### config.mk
export PLATFORM = sky130hd
export DESIGN_NAME = peridot_pfc_arbiter_flat
export DESIGN_NICKNAME = d
export VERILOG_FILES = /design/src/rtl/peridot_pfc_arbiter_if.sv /design/src/rtl/peridot_pfc_arbiter.sv /design/src/flat_wrapper.sv
export SDC_FILE = /design/constraint.sdc
export NUM_CORES = 1
export LEC_CHECK = 0
export CORE_UTILIZATION = 34
export DETAILED_ROUTE_END_ITERATION = 6
export GPL_ROUTABILITY_DRIVEN = 0
export HOLD_SLACK_MARGIN = 0.12
export PLACE_DENSITY = 0.78
export SKIP_LAST_GASP = 1
export SLEW_MARGIN = 25
export SYNTH_ARGS = -nofsm -noshare
export SYNTH_HDL_FRONTEND = slang
export SYNTH_SLANG_ARGS = --single-unit
### constraint.sdc
create_clock -name csi_clk -period 1.55 [get_ports csi_clk]
set_input_delay 0.31 -clock csi_clk [delete_from_list [all_inputs] [get_ports csi_clk]]
set_output_delay 0.31 -clock csi_clk [all_outputs]
set_load 0.01 [all_outputs]
### src/rtl/peridot_pfc_arbiter_if.sv
// Avalon-MM slave port bundle for one master of the PERIDOT PFC arbiter.
// The master modport is the requesting side; the slave modport is the arbiter side.
interface peridot_pfc_arbiter_if;
    logic [3:0]  address;
    logic        read;
    logic        write;
    logic [31:0] writedata;
    logic [31:0] readdata;
    logic        waitrequest;

    modport master (
        output address, read, write, writedata,
        input  readdata, waitrequest
    );

    modport slave (
        input  address, read, write, writedata,
        output readdata, waitrequest
    );
endinterface

### src/rtl/peridot_pfc_arbiter.sv
// Two-master round-robin arbiter for the PERIDOT PFC register bus.
// Define PERIDOT_PFC_BOOTINIT_EN to write INIT_PINFUNC/INIT_FUNCPIN into all banks after reset.
module peridot_pfc_arbiter #(
    parameter logic [127:0] INIT_PINFUNC = 128'h0,
    parameter logic [127:0] INIT_FUNCPIN = 128'h0
) (
    input  logic                        csi_clk,
    input  logic                        rsi_reset_n,
    peridot_pfc_arbiter_if.slave        avs_s0,
    peridot_pfc_arbiter_if.slave        avs_s1,
    output logic                        coe_pfc_clk,
    output logic                        coe_pfc_reset,
    output logic [3:0]                  coe_pfc_address,
    output logic                        coe_pfc_write,
    output logic [31:0]                 coe_pfc_writedata,
    input  logic [31:0]                 coe_pfc_readdata,
    output logic [2:0]                  o_dbg_state
);

`ifdef PERIDOT_PFC_BOOTINIT_EN
    typedef enum logic [2:0] {ST_IDLE, ST_WR, ST_RD, ST_ACK, ST_INIT} state_t;
    localparam state_t ST_RESET = ST_INIT;
`else
    typedef enum logic [2:0] {ST_IDLE, ST_WR, ST_RD, ST_ACK} state_t;
    localparam state_t ST_RESET = ST_IDLE;
`endif

    state_t      r_state;
    logic        r_grant;
    logic        r_last_grant;
    logic [3:0]  r_addr;
    logic [31:0] r_wdata;
    logic [31:0] r_rdata;
    logic        r_wait0;
    logic        r_wait1;
    logic        r_pfc_write;

    logic        w_req0;
    logic        w_req1;
    logic        w_pick1;
    logic [3:0]  w_sel_addr;
    logic [31:0] w_sel_wdata;
    logic        w_sel_write;

    assign w_req0 = avs_s0.read | avs_s0.write;
    assign w_req1 = avs_s1.read | avs_s1.write;
    // On a tie the master that was not served last wins (r_last_grant = 1 means master 1).
    assign w_pick1     = w_req1 & (~w_req0 | ~r_last_grant);
    assign w_sel_addr  = w_pick1 ? avs_s1.address   : avs_s0.address;
    assign w_sel_wdata = w_pick1 ? avs_s1.writedata : avs_s0.writedata;
    assign w_sel_write = w_pick1 ? avs_s1.write     : avs_s0.write;

`ifdef PERIDOT_PFC_BOOTINIT_EN
    logic [3:0]  r_init_cnt;
    logic [1:0]  w_init_bank;
    logic [3:0]  w_init_addr;
    logic [31:0] w_init_data;

    // Step k writes bank k/2; even steps hit pinfunc (4n+2), odd steps funcpin (4n+3).
    assign w_init_bank = r_init_cnt[2:1];
    assign w_init_addr = {r_init_cnt[2:1], 1'b1, r_init_cnt[0]};
    assign w_init_data = r_init_cnt[0] ? INIT_FUNCPIN[{w_init_bank, 5'd0} +: 32]
                                       : INIT_PINFUNC[{w_init_bank, 5'd0} +: 32];
`else
    logic w_unused_params;
    assign w_unused_params = ^{INIT_PINFUNC, INIT_FUNCPIN};
`endif

    always_ff @(posedge csi_clk or negedge rsi_reset_n) begin
        if (!rsi_reset_n) begin
            r_state      <= ST_RESET;
            r_grant      <= 1'b0;
            r_last_grant <= 1'b1;
            r_addr       <= 4'd0;
            r_wdata      <= 32'd0;
            r_rdata      <= 32'd0;
            r_wait0      <= 1'b1;
            r_wait1      <= 1'b1;
            r_pfc_write  <= 1'b0;
`ifdef PERIDOT_PFC_BOOTINIT_EN
            r_init_cnt   <= 4'd0;
`endif
        end else begin
            case (r_state)
`ifdef PERIDOT_PFC_BOOTINIT_EN
                ST_INIT: begin
                    if (r_init_cnt == 4'd8) begin
                        r_pfc_write <= 1'b0;
                        r_state     <= ST_IDLE;
                    end else begin
                        r_pfc_write <= 1'b1;
                        r_addr      <= w_init_addr;
                        r_wdata     <= w_init_data;
                        r_init_cnt  <= r_init_cnt + 4'd1;
                    end
                end
`endif
                ST_IDLE: begin
                    if (w_req0 | w_req1) begin
                        r_grant <= w_pick1;
                        r_addr  <= w_sel_addr;
                        r_wdata <= w_sel_wdata;
                        // A simultaneous read+write is served as a write.
                        if (w_sel_write) begin
                            r_pfc_write <= 1'b1;
                            r_state     <= ST_WR;
                        end else begin
                            r_state     <= ST_RD;
                        end
                    end
                end
                ST_WR: begin
                    r_pfc_write <= 1'b0;
                    if (r_grant) r_wait1 <= 1'b0;
                    else         r_wait0 <= 1'b0;
                    r_state <= ST_ACK;
                end
                ST_RD: begin
                    r_rdata <= coe_pfc_readdata;
                    if (r_grant) r_wait1 <= 1'b0;
                    else         r_wait0 <= 1'b0;
                    r_state <= ST_ACK;
                end
                ST_ACK: begin
                    r_wait0      <= 1'b1;
                    r_wait1      <= 1'b1;
                    r_last_grant <= r_grant;
                    r_state      <= ST_IDLE;
                end
                default: r_state <= ST_RESET;
            endcase
        end
    end

    assign avs_s0.waitrequest = r_wait0;
    assign avs_s1.waitrequest = r_wait1;
    assign avs_s0.readdata    = r_rdata;
    assign avs_s1.readdata    = r_rdata;

    assign coe_pfc_clk       = csi_clk;
    assign coe_pfc_reset     = ~rsi_reset_n;
    assign coe_pfc_address   = r_addr;
    assign coe_pfc_write     = r_pfc_write;
    assign coe_pfc_writedata = r_wdata;
    assign o_dbg_state       = r_state;

endmodule

### src/flat_wrapper.sv
// flat-port wrapper written by rule: the top's interface ports become plain ports
module peridot_pfc_arbiter_flat 
#(
    parameter logic [127:0] INIT_PINFUNC = 128'h0,
    parameter logic [127:0] INIT_FUNCPIN = 128'h0
)
  (csi_clk, rsi_reset_n, coe_pfc_clk, coe_pfc_reset, coe_pfc_address, coe_pfc_write, coe_pfc_writedata, coe_pfc_readdata, o_dbg_state, avs_s0_address, avs_s0_read, avs_s0_write, avs_s0_writedata, avs_s0_readdata, avs_s0_waitrequest, avs_s1_address, avs_s1_read, avs_s1_write, avs_s1_writedata, avs_s1_readdata, avs_s1_waitrequest);
  peridot_pfc_arbiter_if avs_s0_i ();
  peridot_pfc_arbiter_if avs_s1_i ();
  input  logic csi_clk;
  input  logic rsi_reset_n;
  output logic coe_pfc_clk;
  output logic coe_pfc_reset;
  output logic [3:0] coe_pfc_address;
  output logic coe_pfc_write;
  output logic [31:0] coe_pfc_writedata;
  input  logic [31:0] coe_pfc_readdata;
  output logic [2:0] o_dbg_state;
  input wire logic [$bits(avs_s0_i.address)-1:0] avs_s0_address;
  input wire logic [$bits(avs_s0_i.read)-1:0] avs_s0_read;
  input wire logic [$bits(avs_s0_i.write)-1:0] avs_s0_write;
  input wire logic [$bits(avs_s0_i.writedata)-1:0] avs_s0_writedata;
  output wire logic [$bits(avs_s0_i.readdata)-1:0] avs_s0_readdata;
  output wire logic [$bits(avs_s0_i.waitrequest)-1:0] avs_s0_waitrequest;
  input wire logic [$bits(avs_s1_i.address)-1:0] avs_s1_address;
  input wire logic [$bits(avs_s1_i.read)-1:0] avs_s1_read;
  input wire logic [$bits(avs_s1_i.write)-1:0] avs_s1_write;
  input wire logic [$bits(avs_s1_i.writedata)-1:0] avs_s1_writedata;
  output wire logic [$bits(avs_s1_i.readdata)-1:0] avs_s1_readdata;
  output wire logic [$bits(avs_s1_i.waitrequest)-1:0] avs_s1_waitrequest;
  assign avs_s0_i.address = avs_s0_address;
  assign avs_s0_i.read = avs_s0_read;
  assign avs_s0_i.write = avs_s0_write;
  assign avs_s0_i.writedata = avs_s0_writedata;
  assign avs_s0_readdata = avs_s0_i.readdata;
  assign avs_s0_waitrequest = avs_s0_i.waitrequest;
  assign avs_s1_i.address = avs_s1_address;
  assign avs_s1_i.read = avs_s1_read;
  assign avs_s1_i.write = avs_s1_write;
  assign avs_s1_i.writedata = avs_s1_writedata;
  assign avs_s1_readdata = avs_s1_i.readdata;
  assign avs_s1_waitrequest = avs_s1_i.waitrequest;
  peridot_pfc_arbiter #(.INIT_PINFUNC(INIT_PINFUNC), .INIT_FUNCPIN(INIT_FUNCPIN)) u_core (.csi_clk(csi_clk), .rsi_reset_n(rsi_reset_n), .avs_s0(avs_s0_i), .avs_s1(avs_s1_i), .coe_pfc_clk(coe_pfc_clk), .coe_pfc_reset(coe_pfc_reset), .coe_pfc_address(coe_pfc_address), .coe_pfc_write(coe_pfc_write), .coe_pfc_writedata(coe_pfc_writedata), .coe_pfc_readdata(coe_pfc_readdata), .o_dbg_state(o_dbg_state));
endmodule
## Yosys cells after proc, flatten, opt, wreduce, memory -nomap -nowiden

Cells that the tools add are included.

- Equality and inequality tests: 7
- Multiplexer cells: 13
- Bitwise operators: 8
- Reduce and logical (&&, ||, !) cells: 8

Operator list:

| cell | number |
|---|---|
| $mux W32 | 1 |
| $eq A3 B2 Y1 const B | 2 |
| $ne A2 B1 Y1 const B | 3 |
| $pmux W1 S2 | 3 |
| $pmux W3 S2 | 1 |
| $reduce_and A2 Y1 | 3 |
| $mux W1 | 5 |
| $mux W4 | 1 |
| $or A1 B1 Y1 | 4 |
| $reduce_bool A2 Y1 | 2 |
| $eq A3 B1 Y1 const B | 1 |
| $logic_not A3 Y1 | 1 |
| $mux W3 | 1 |
| $not A1 Y1 | 3 |
| $reduce_and A3 Y1 | 1 |
| $mux W2 | 1 |
| $ne A2 B2 Y1 const B | 1 |
| $reduce_or A2 Y1 | 1 |
| $and A1 B1 Y1 | 1 |

- Bits in registers: 76
- Bits of input ports: 110
- Output and inout bits: 108
- Logic and storage cells: 45

## Longest topological paths before layout

Gate-level depths: netlist (run 1).

- Depth in word-level cells: 8
- Depth in mapped cells: 7
- Mapped depth without buffers: 5

==> impl_metrics.json, run 1 <==
{
  "status": "completed",
  "grt_setup_unrepaired": "false",
  "dieHeight_um": 104.0,
  "p_switching_w": 0.004009,
  "tightest_slew_ns": 0.6804,
  "dp_cells": 617,
  "synth_cell_types": 32,
  "p_per_area_nw_per_um2": 1872,
  "wl_met1_um": 3748,
  "synth_warnings": 0,
  "ios": 218,
  "synth_nets": 415,
  "dp_slack_ns": -0.3942,
  "synth_common_cells": "72 x dfrtp_1, 39 x nand2_1, 37 x mux2i_1",
  "wirelength_um": 9454,
  "crit_path_max_fanout": 2,
  "yosys_most_used_dff": "dfrtp_1",
  "postSynthAreaPerCell_um2": 11.74,
  "relSlewSlack_pct": 54.64,
  "routedWlPerCell_um": 14.70,
  "layoutNonFillerInstCount": 643,
  "regArea_um2": 1881,
  "drive_above_1_share_pct": 16.47,
  "finish.net_count": 619,
  "drc_errors": 0,
  "clk_latency_ns": 0.45,
  "clkTransAtPathRegs_ns": 0.07,
  "synth_area_um2": 3535,
  "ir_drop_mv": 0.7467,
  "cp.arrival_ns": 1.21,
  "track_usage_pct": 18.03,
  "yosys.area.top_type": "dfrtp_1",
  "viasPerCell": 4.565,
  "core_area_um2": 9910,
  "power_w": 0.01097,
  "hold_viol": 0,
  "min_path_type": "input pin to flip-flop",
  "layout_setup_ws_ns": 0.02940,
  "multiInputGateArea_um2": 1306,
  "start_kind": "clock port",
  "worst_setup_path_end_kind": "primary output",
  "dr.pass1.iters": 4,
  "drt_iter0_drc": 82,
  "synth_edf_count": 0,
  "finalSetupTns_ns": 0,
  "initial_core_util_pct": 35.67,
  "finClkSkew_ns": 0.009034,
  "area_delta_synth_final_pct": 65.77,
  "rows": 36,
  "top_layer_used": "met4",
  "ant_nets": 0,
  "crit_required_ns": 1.24,
  "wl_met3_um": 772,
  "drv_slew": 0,
  "die_w_um": 104.0,
  "num_vias": 2935,
  "antenna_cells": 0,
  "die-area_um2": 10810,
  "setup_viol": 0,
  "netlist.area_leader.share_pct": 50.97,
  "synth.area.top_cells": "dfrtp_1 51%, mux2i_1 10%, mux2_2 9.2%",
  "p_int_w": 0.006959,
  "drv_cap": 0,
  "grt_pass1_wl_um": 14950,
  "hpwl_um": 7109,
  "ys_ff_latch": 75,
  "synth_async_sr_flop_share_pct": 100.0,
  "wl_met2_um": 4721,
  "grt_pass1_vias": 2964,
  "leakage_nw": 2.730,
  "io_buffers": 216,
  "synth-seq-area-share_pct": 53.20,
  "n_fill_cell": 866,
  "gr-total-overflow": 0,
  "cts_tree": "done",
  "antenna_found_initial": 0,
  "grt_start_max_net_pins": 76,
  "synthCells": 301,
  "p_seq_share_pct": 32.8,
  "clockPowerShare_pct": 14.5,
  "netSwitchingFraction_pct": 36.55,
  "path_class": "clock port to primary output",
  "comb_power_share_pct": 52.7,
  "synth_most_common_cell": "dfrtp_1"
}
-- per-stage QoR --
stage / util, % / cell area [um^2] / hold slack (ns)
final: 59.13 / 5859 / 0.4643
after global routing: 59.13 / 5859 / 0.4526
after CTS: 58.43 / 5791 / 0.1239
after detailed placement: 57.39 / 5687 / 0.4722
after global placement: 57.39 / 5687 / 0.4636
after floorplan: - / 3547 / 0.01441
-- final timing paths --
| kind | from | slack (ns) | cells after the start | end |
|---|---|---|---|---|
| max | csi_clk | 0.03 | 3 | coe_pfc_clk |
| min | coe_pfc_readdata[8] | 0.46 | 2 | u_core.avs_s0.readdata[8]$_DFFE_PN0N_ |
| max reg2reg | u_core.o_dbg_state[0]$_DFFE_PN0P_ | 0.08 | 4 | u_core.avs_s0.readdata[11]$_DFFE_PN0N_ |
| min reg2reg | u_core.coe_pfc_writedata[5]$_DFFE_PN0P_ | 0.48 | 2 | u_core.coe_pfc_writedata[5]$_DFFE_PN0P_ |
| max in group asynchronous | rsi_reset_n | 0.54 | 3 | u_core.avs_s0.readdata[4]$_DFFE_PN0N_ |
| min in group asynchronous | rsi_reset_n | 0.55 | 3 | u_core.coe_pfc_address[2]$_DFFE_PN0P_ |
-- cells in the final DEF (no fill, tap or decap), types with 3 or more instances in the layout --
cell and instances:
dlygate4sd2_1 101, clkdlybuf4s50_1 109, clkbuf_8 14, buf_4 16, mux2_2 29, o21ai_1 6
o21ai_0 33, clkbuf_2 3, clkbuf_1 3, mux2i_1 37, buf_12 4, nor2_1 4
inv_1 3, dfstp_2 3, nand2_1 39, mux2_1 3, dfrtp_1 72
-- power groups by stage --
stage          sequential [W]   clock, W  combinational, W
2_1_floorplan         0.00405  0.0000532           0.00301
3_3_place_gp          0.00365  0.0000656           0.00646
3_5_place_dp          0.00369  0.0000656           0.00661
4_1_cts               0.00362    0.00164           0.00571
5_1_grt               0.00376    0.00173           0.00629
6_report              0.00360    0.00159           0.00578
-- flip-flops by register name (all words and copies together), names as in the netlist --
| register | cells |
|---|---|
| u_core.avs_s0.readdata | 32 |
| u_core.avs_s0.waitrequest | 1 |
| u_core.avs_s1.waitrequest | 1 |
| u_core.coe_pfc_address | 4 |
| u_core.coe_pfc_write | 1 |
| u_core.coe_pfc_writedata | 32 |
| u_core.o_dbg_state | 2 |
| u_core.r_grant | 1 |
| u_core.r_last_grant | 1 |
-- area by class of cell --
class / instances / share of cell area (%)
multi-input cells: 173 / 22.29
clock buffers: 18 / 3.652
well taps: 133 / 2.840
repair buffers: 238 / 38.69
flip-flops and latches: 75 / 32.09
inverters: 4 / 0.2562
clock inverters: 2 / 0.1708
-- cells by family (layout without fill, tap and decap cells) --
logic type	count (synthesis)	after routing	synth area share [%]
compound gates	46	46	7.115
fa+ha+maj	4	4	1.416
buf+inv	53	262	10.51
flops	75	75	53.20
mux	69	69	20.67
other cells	1	1	0.1061
simple gates	53	53	6.973
-- critical path: stages --
cell and delay (ns):
clkbuf_8 0.11, clkbuf_8 0.11, clkdlybuf4s15_1 0.21
-- repair_timing --
item,in CTS,in global routing
gates resized for setup,112,8
buffers inserted,3,1
hold buffers,0,1
pin swaps,0,1
endpoints found under the hold margin,0,72
setup endpoints to repair,107,27
cloned,0,2
-- layer usage --
layer / vias up / global-route usage, %
li1: 1401 / -
met2: 162 / 30.38
met1: 1358 / 19.90
met4: 0 / 10.92
met5: - / 0
met3: 14 / 5.576
(Power assumes the default switching activity.)
==> run 2, diff against run 1 <==
--- a/config.mk
+++ b/config.mk
@@ -5,11 +5,11 @@
 export SDC_FILE = /design/constraint.sdc
 export NUM_CORES = 1
 export LEC_CHECK = 0
-export CORE_UTILIZATION = 34
+export CORE_UTILIZATION = 37
 export DETAILED_ROUTE_END_ITERATION = 6
 export GPL_ROUTABILITY_DRIVEN = 0
 export HOLD_SLACK_MARGIN = 0.12
-export PLACE_DENSITY = 0.78
+export PLACE_DENSITY = 0.8
 export SKIP_LAST_GASP = 1
 export SLEW_MARGIN = 25
 export SYNTH_ARGS = -nofsm -noshare
==> constraint.sdc (replaced) <==
create_clock -name csi_clk -period 1.4 [get_ports csi_clk]
set_input_delay 0.28 -clock csi_clk [delete_from_list [all_inputs] [get_ports csi_clk]]
set_output_delay 0.28 -clock csi_clk [all_outputs]
set_load 0.01 [all_outputs]
==> impl_metrics.json, run 2 (synthesis gave the netlist of run 1 again) <==
{
  "status": "finished, violations left",
  "violations": "negative setup slack",
  "multiInputGateArea_um2": 1343,
  "num_vias": 3076,
  "r2r_end": "u_core.coe_pfc_writedata[22]$_DFFE_PN0P_",
  "hpwl_um": 7394,
  "min_from": "avs_s0_read",
  "worst_setup_path_end_kind": "flip-flop",
  "ios": 218,
  "layout_setup_ws_ns": -0.07203,
  "regArea_um2": 1882,
  "final_common_cell": "clkdlybuf4s50_1",
  "fin_crit_sh_pct": 105.1,
  "ff2ff_path_depth": 6,
  "drive_above_1_share_pct": 37.50,
  "crit_required_ns": 1.72,
  "area_delta_synth_final_pct": 65.66,
  "routedWlPerCell_um": 16.08,
  "antenna_found_initial": 0,
  "io_buffers": 216,
  "min_path_type": "input pin to flip-flop",
  "rows": 35,
  "ir_drop_mv": 1.170,
  "p_per_area_nw_per_um2": 2199,
  "grt_start_max_net_pins": 76,
  "start_kind": "flip-flop",
  "initial_core_util_pct": 38.25,
  "drv_slew": 0,
  "clkTransAtPathRegs_ns": 0.09,
  "n_fill_cell": 767,
  "antenna_cells": 0,
  "fin_area_um2": 5856,
  "gr-total-overflow": 0,
  "viasPerCell": 4.682,
  "drv_cap": 0,
  "track_usage_pct": 20.28,
  "drc_errors": 0,
  "min_period_ns": 1.472,
  "leakage_nw": 2.746,
  "ff2ff_setup_slack_ns": -0.07,
  "die-area_um2": 9948,
  "relSlewSlack_pct": 52.24,
  "place_area_um2": 5731,
  "crit_path_max_fanout": 5,
  "core_area_um2": 9240,
  "cts_tree": "done",
  "final_core_util_pct": 63.37,
  "setup_viol": 6,
  "hold_depth": 3,
  "ant_nets": 0,
  "holdPathEnd": "u_core.r_grant$_DFFE_PN0P_",
  "dieHeight_um": 99.74,
  "clk_latency_ns": 0.44,
  "wirelength_um": 10570,
  "dr.pass1.iters": 4,
  "rr_startpoint": "u_core.r_last_grant$_DFFE_PN1P_",
  "fmax_mhz": 679.3,
  "path_class": "flip-flop to flip-flop",
  "die_w_um": 99.74,
  "finClkSkew_ns": 0.01091,
  "tightest_slew_ns": 0.7164,
  "hold_viol": 0,
  "final_cell_mix": "107 x clkdlybuf4s50_1, 84 x clkbuf_2, 71 x dfrtp_1",
  "grt_pass1_vias": 3127,
  "grt_pass1_wl_um": 15310,
  "drt_iter0_drc": 59,
  "cp.arrival_ns": 1.80,
  "grt_setup_unrepaired": "true",
  "finish.net_count": 637
}
## run 2: critical path, cell delays in order, from the launching register on
cell and delay, ns:
dfstp_2 0.57, o21ai_4 0.08, nand2_4 0.09, buf_4 0.16, clkbuf_16 0.16, mux2i_1 0.19
o21ai_0 0.11
## run 2: repair_timing
action | CTS | global route
endpoints found under the setup margin | 114 | 144
hold buffers | 0 | 1
cloned | 2 | 3
pin swaps | 2 | 3
endpoints found under the hold margin | 0 | 72
setup buffers | 8 | 6
resized for setup | 227 | 122
## run 2: worst max path at each step
| stage | cells past startpoint | slack (ns) | start | to |
|---|---|---|---|---|
| CTS | 1 | -0.17 | u_core.avs_s1.waitrequest$_DFFE_PN1P_ | avs_s1_waitrequest |
| finish | 6 | -0.07 | u_core.r_last_grant$_DFFE_PN1P_ | u_core.coe_pfc_writedata[22]$_DFFE_PN0P_ |
| floorplan | 6 | -0.03 | u_core.o_dbg_state[0]$_DFFE_PN0P_ | u_core.o_dbg_state[0]$_DFFE_PN0P_ |
| global placement | 6 | -0.40 | avs_s1_write | u_core.coe_pfc_writedata[13]$_DFFE_PN0P_ |
| global route | 6 | -0.11 | u_core.r_last_grant$_DFFE_PN1P_ | u_core.coe_pfc_writedata[22]$_DFFE_PN0P_ |
| detailed placement | 6 | -0.42 | avs_s1_write | u_core.coe_pfc_writedata[21]$_DFFE_PN0P_ |
## run 2: final cells by class
class	instances	area share, %
timing repair buffer	256	37.69
clock inverter	6	1.090
clock buffer	14	3.141
inverter	4	0.2564
sequential	75	32.14
multi-input combinational	173	22.93
tap	129	2.756
## run 2: per-stage QoR
step | instances | hold WS, ns | setup WS (ns) | power (W) | TNS [ns]
after floorplan | 301 | -0.01559 | -0.02627 | 0.007980 | -0.09430
after global placement | 621 | 0.4595 | -0.4010 | 0.01132 | -13.91
after detailed placement | 621 | 0.4704 | -0.4183 | 0.01158 | -15.43
after CTS | 650 | 0.1355 | -0.1653 | 0.01317 | -1.117
after global routing | 657 | 0.4000 | -0.1124 | 0.01371 | -1.511
final | 657 | 0.4149 | -0.07203 | 0.01288 | -0.2125
## run 2: power by group
part / internal [W] / switching [W] / leakage, nW
clock network: 0.00107 / 0.000881 / 0.124
registers: 0.00331 / 0.000724 / 0.896
logic: 0.00363 / 0.00326 / 1.73
## run 2: metal layers
metal	vias up	global-route usage, %	wire length (um)
met5	-	0	0
met4	0	5.995	196
met3	18	8.363	817
met2	159	36.07	5529
met1	1461	22.00	4025
li1	1438	-	-
